<file path="src/rtl/uart_rx.sv">
// -----------------------------------------------------------------------------
// uart_rx -- oversampling UART receiver.
//
// Recovers frames of: start bit, DATA_WIDTH data bits (LSB first), optional
// parity bit, stop bit. The line is oversampled by a prescale factor
// (8, 16 or 32; anything else behaves as 8) that is latched, together with
// the parity settings, when a start bit is first seen.
//
// Optional feature:
//   UART_RX_MAJORITY_VOTE_EN  when defined, every bit is resolved by a 2-of-3
//                             vote over edges P/2-1, P/2 and P/2+1. Otherwise
//                             a single sample taken at edge P/2 is used.
//                             Resolve point and latency are the same either way.
//
// Ports:
//   clk            clock, rising edge
//   rst            synchronous active-high reset
//   RX_IN          asynchronous serial line, idle high
//   prescale       oversampling factor (8/16/32)
//   parity_enable  1 = frame carries a parity bit
//   parity_type    0 = even, 1 = odd
//   P_DATA         last correctly received word
//   data_valid     one-cycle pulse for a good frame
//   parity_error   one-cycle pulse for a parity mismatch
//   stop_error     one-cycle pulse for a low stop bit
// -----------------------------------------------------------------------------
module uart_rx #(
    parameter int DATA_WIDTH = 8
) (
    input  logic                  clk,
    input  logic                  rst,
    input  logic                  RX_IN,
    input  logic [5:0]            prescale,
    input  logic                  parity_enable,
    input  logic                  parity_type,
    output logic [DATA_WIDTH-1:0] P_DATA,
    output logic                  data_valid,
    output logic                  parity_error,
    output logic                  stop_error
);

    localparam int BCW = $clog2(DATA_WIDTH + 1);

    typedef enum logic [2:0] {
        IDLE,
        START,
        DATA,
        PARITY,
        STOP
    } state_t;

    state_t                state;
    logic                  rx_p0;
    logic                  rx_p1;
    logic                  rx_s;
    logic [5:0]            p_lat;
    logic                  pe_lat;
    logic                  pt_lat;
    logic [5:0]            edge_cnt;
    logic [BCW-1:0]        bit_cnt;
    logic [DATA_WIDTH-1:0] shreg;
    logic                  par_bad;
    logic [5:0]            half;
    logic [5:0]            edge_nxt;
    logic                  resolve_pt;
    logic                  last_edge;
    logic                  resolved;

    function automatic logic [5:0] decode_prescale(input logic [5:0] p);
        return (p == 6'd16 || p == 6'd32) ? p : 6'd8;
    endfunction

    function automatic logic parity_of(input logic [DATA_WIDTH-1:0] w, input logic odd);
        return odd ? ~^w : ^w;
    endfunction

    // Stage p0/p1: two-flop synchronizer, reset to the idle (high) level
    always_ff @(posedge clk) begin
        if (rst) begin
            rx_p0 <= 1'b1;
            rx_p1 <= 1'b1;
        end else begin
            rx_p0 <= RX_IN;
            rx_p1 <= rx_p0;
        end
    end

    assign rx_s       = rx_p1;
    assign half       = {1'b0, p_lat[5:1]};
    assign edge_nxt   = 6'(edge_cnt + 6'd1);
    assign resolve_pt = (edge_cnt == 6'(half + 6'd1));
    assign last_edge  = (edge_cnt == 6'(p_lat - 6'd1));

`ifdef UART_RX_MAJORITY_VOTE_EN
    logic smp_a;
    logic smp_b;

    function automatic logic maj3(input logic a, input logic b, input logic c);
        return (a & b) | (a & c) | (b & c);
    endfunction

    always_ff @(posedge clk) begin
        if (edge_cnt == 6'(half - 6'd1)) smp_a <= rx_s;
        if (edge_cnt == half)            smp_b <= rx_s;
    end

    // Third vote is the live sample at the resolve edge itself
    assign resolved = maj3(smp_a, smp_b, rx_s);
`else
    logic smp;

    always_ff @(posedge clk) begin
        if (edge_cnt == half) smp <= rx_s;
    end

    assign resolved = smp;
`endif

    always_ff @(posedge clk) begin
        if (rst) begin
            state        <= IDLE;
            p_lat        <= 6'd8;
            pe_lat       <= 1'b0;
            pt_lat       <= 1'b0;
            edge_cnt     <= '0;
            bit_cnt      <= '0;
            par_bad      <= 1'b0;
            P_DATA       <= '0;
            data_valid   <= 1'b0;
            parity_error <= 1'b0;
            stop_error   <= 1'b0;
        end else begin
            data_valid   <= 1'b0;
            parity_error <= 1'b0;
            stop_error   <= 1'b0;
            case (state)
                IDLE: begin
                    // The detecting cycle is edge 0 of the start bit
                    if (!rx_s) begin
                        p_lat    <= decode_prescale(prescale);
                        pe_lat   <= parity_enable;
                        pt_lat   <= parity_type;
                        edge_cnt <= 6'd1;
                        bit_cnt  <= '0;
                        par_bad  <= 1'b0;
                        state    <= START;
                    end
                end
                START: begin
                    edge_cnt <= last_edge ? 6'd0 : edge_nxt;
                    if (resolve_pt && resolved) begin
                        state    <= IDLE;
                        edge_cnt <= '0;
                    end else if (last_edge) begin
                        state <= DATA;
                    end
                end
                DATA: begin
                    edge_cnt <= last_edge ? 6'd0 : edge_nxt;
                    if (resolve_pt) shreg <= {resolved, shreg[DATA_WIDTH-1:1]};
                    if (last_edge) begin
                        if (bit_cnt == BCW'(DATA_WIDTH - 1)) begin
                            bit_cnt <= '0;
                            state   <= pe_lat ? PARITY : STOP;
                        end else begin
                            bit_cnt <= BCW'(bit_cnt + 1'b1);
                        end
                    end
                end
                PARITY: begin
                    edge_cnt <= last_edge ? 6'd0 : edge_nxt;
                    if (resolve_pt) par_bad <= (resolved != parity_of(shreg, pt_lat));
                    if (last_edge) state <= STOP;
                end
                STOP: begin
                    edge_cnt <= last_edge ? 6'd0 : edge_nxt;
                    // Leave mid stop bit so a back-to-back start bit is caught
                    if (resolve_pt) begin
                        state    <= IDLE;
                        edge_cnt <= '0;
                        if (!par_bad && resolved) begin
                            P_DATA     <= shreg;
                            data_valid <= 1'b1;
                        end else begin
                            parity_error <= par_bad;
                            stop_error   <= ~resolved;
                        end
                    end
                end
                default: begin
                    state    <= IDLE;
                    edge_cnt <= '0;
                end
            endcase
        end
    end

endmodule

</file>
<file path="config.mk">
export PLATFORM = sky130hd
export DESIGN_NAME = uart_rx
export DESIGN_NICKNAME = d
export VERILOG_FILES = /design/src/rtl/uart_rx.sv
export SDC_FILE = /design/constraint.sdc
export NUM_CORES = 1
export LEC_CHECK = 0
export ABC_AREA = 1
export ABC_CLOCK_PERIOD_IN_PS = 3200
export BUFFER_PORTS_ARGS = -buffer_cell sky130_fd_sc_hd__buf_2
export CAP_MARGIN = 20
export CORE_MARGIN = 1
export CORE_UTILIZATION = 59
export DETAILED_ROUTE_END_ITERATION = 10
export PLACE_DENSITY = 0.87
export SLEW_MARGIN = 20
export SYNTH_ARGS = -nofsm -noshare
export SYNTH_HDL_FRONTEND = slang
export SYNTH_SLANG_ARGS = --single-unit
</file>
<file path="constraint.sdc">
create_clock -name clk -period 3.2 [get_ports clk]
set_input_delay 0.48 -clock clk [delete_from_list [all_inputs] [get_ports clk]]
set_output_delay 0.48 -clock clk [all_outputs]
set_load 0.01 [all_outputs]
</file>
==> reports/results.ini <==
[floorplan]
core_um2=4030
start_util_pct=62.3
ioPinCount=22
dieArea_um2=4520
placementRows=23
die_h_um=67.2
die_x_um=67.2

[placed_design]
place.gp.congestion=0.956
placedCellCount=443
portBuffers=21
place_area_um2=2650
hpwl_mm=3.99
pre_cts_ws_ns=0.973

[worst_setup_path]
cp-startpoint=p_lat[1]$_SDFFE_PP0P_
crit_path_start_kind=flop
cp_cell_sequence=inv_1, ha_1, nand2_1, nor2_1, nand2_1, nand2_1, nor2_1, nand3_2, nand2_1, nand2_1, inv_2, nand3_1, nand2_1, nor2_1
rr_endpoint=bit_cnt[2]$_SDFFE_PP0P_
crit_required_ns=3.41
cp-endpoint=bit_cnt[2]$_SDFFE_PP0P_
ff2ff_path_depth=14
critPathMaxFanout=18
cpMostUsedCell=nand2_1
critPathSlowestCell=dfxtp_1
path_class=reg2reg
reg2reg_from=p_lat[1]$_SDFFE_PP0P_
ff2ff_setup_slack_ns=0.93
slowest_delay_ns=0.41
crit_arrival_ns=2.48
cp-end-kind=flop

[detailed_routing]
drc=0
wirelength_mm=5.35
vias=2353
drt_iter0_drc=202
firstDrtPassIters=4
vias_per_cell=5.22
routedWlPerCell_um=11.9
ant_nets=0

[power_and_ir_drop]
clockPowerShare_pct=28.5
powerDensity_nw_per_um2=555
peakVddDrop_uv=365
sequentialPowerShare_pct=41.9
p_sw_mw=0.553
internal_power_mw=0.980
power_frac_comb_pct=29.7
power_leakage_nw=1.36
p_sw_share_pct=36.1

[cts]
ctsHoldBuffers=0
cts_setup_buffers=0
root_buffer=clkbuf_8
cts_tree=done
clk_latency_ns=0.31
clk_pin_slew_ns=0.09
post_cts_resized=0
clock_sinks=44
cts_made_buffers=5
htreeDepth=2
clockBufferDepth=2

[synth]
syn_inst=377
syn_area_um2=2510
synthArstFlopShare_pct=0
ys_ff_latch=44
synth.top_cell.area_share_pct=27.9
synthFlopType=dfxtp_1
syn-mean-instance-area_um2=6.65
ys_top_cells_by_area=dfxtp_1 (28%), nand2_1 (16%), edfxtp_1 (11%)
ys_warn_count=0
syn-num-nets=393
synth-edff-count=9
ys_types=31
yosysTopAreaCell=dfxtp_1
yosysSeqAreaShare_pct=38.7

[grt]
grtUsageTotal_pct=26.8
grt_max_degree=19
antenna_found_initial=0
overflow=0
grt_pass1_wl_mm=9.11
grt_pass1_vias=2173

[cells_and_area]
final_cell_count_no_fill=451
final_common_cell=nand2_1
final_cell_mix=nand2_1 (107), nor2_1 (71), inv_1 (43), dfxtp_1 (35), nand3_1 (32)
post-route-util_pct=68.6
final_net_count=416
syn_to_final_growth_pct=10.1
drive_gt1_share_pct=12.5
diodes=0
final_area_um2=2760

[timing]
slew_headroom_pct=56.5
final_max_slew_viol_count=0
worst_slack_ns=0.932
hold_viol=0
fin_tns_setup_ns=0
fmax_mhz=441
finalCriticalPeriod_ns=2.27
setup-violations-final=0
tightest_slew_ns=0.647
grt_setup_unrepaired=no
skew_ns=0.00405
fin_crit_sh_pct=70.9

[run_status]
status=complete, no violations

[job]
cap_violations=0

[hold_path]
hold_path.class=in2reg

area by class of cell:
type	instances	area, um^2
inverter	52	196
clock buffer	5	68.8
sequential	44	971
fill	352	1270
timing repair buffer	22	113
multi-input combinational	275	1300
tap	50	62.6
clock inverter	3	47.5
how the worst min path moves through the flow:
| stage | start | to | cells past startpoint |
|---|---|---|---|
| floorplan | rx_p0$_SDFF_PP1_ | rx_p1$_SDFF_PP1_ | 1 |
| global placement | rx_p0$_SDFF_PP1_ | rx_p1$_SDFF_PP1_ | 1 |
| detailed placement | rx_p0$_SDFF_PP1_ | rx_p1$_SDFF_PP1_ | 1 |
| CTS | RX_IN | rx_p0$_SDFF_PP1_ | 2 |
| global route | RX_IN | rx_p0$_SDFF_PP1_ | 2 |
| finish | RX_IN | rx_p0$_SDFF_PP1_ | 2 |
power by group through the flow:
stage | Clock [mW] | Combinational (mW) | Sequential (mW)
global placement | 0 | 0.443 | 0.650
finish | 0.436 | 0.455 | 0.642
detailed placement | 0 | 0.444 | 0.653
CTS | 0.445 | 0.449 | 0.640
global route | 0.461 | 0.538 | 0.647
floorplan | 0 | 0.363 | 0.641
Yosys cell counts (5+ instances only):
library cell    n
nand2_1       107
xor2_1          6
inv_1          43
dfxtp_1        35
xnor2_1         7
inv_2           8
edfxtp_1        9
nand4_1         8
nand3_1        32
o21ai_0         7
nor2_1         71
ha_1            5
a21oi_1         7
flip-flops by register name, summed over array words and instances (netlist names), 3 cells and up:
| register | flops |
|---|---|
| edge_cnt | 6 |
| state | 3 |
| bit_cnt | 4 |
| p_lat | 6 |
| P_DATA | 8 |
| shreg | 8 |
routing by layer:
layer | global-route usage [%] | vias up | wire length, um
met2 | 45.3 | 67 | 2530
met3 | 6.42 | 10 | 299
li1 | - | 1228 | -
met5 | 0 | - | 0
met4 | 8.78 | 0 | 59
met1 | 33.4 | 1048 | 2450
metrics by stage:
step                hold slack, ns  total power, mW
detailed placement           0.399             1.10
floorplan                    0.389             1.00
finish                       0.353             1.53
global placement             0.404             1.09
CTS                          0.350             1.53
global route                 0.355             1.65
worst max-delay path: cells and delay by family, from the launching register on:
| family | cells | cell delay [ns] |
|---|---|---|
| adder cells (fa/ha/maj) | 1 | 0.26 |
| buffers and inverters | 2 | 0.22 |
| flip-flops | 1 | 0.41 |
| AND/OR/NAND/NOR | 11 | 1.26 |
kinds of logic after synthesis:
family          count (synthesis)  share of synthesized area (%)
fa+ha+maj                       5                           2.49
simple gates                  236                           40.3
compound gates                 21                           4.64
flops                          44                           38.7
buf+inv                        58                           9.33
xor+xnor                       13                           4.54
Power figures use the tool's default switching activity.
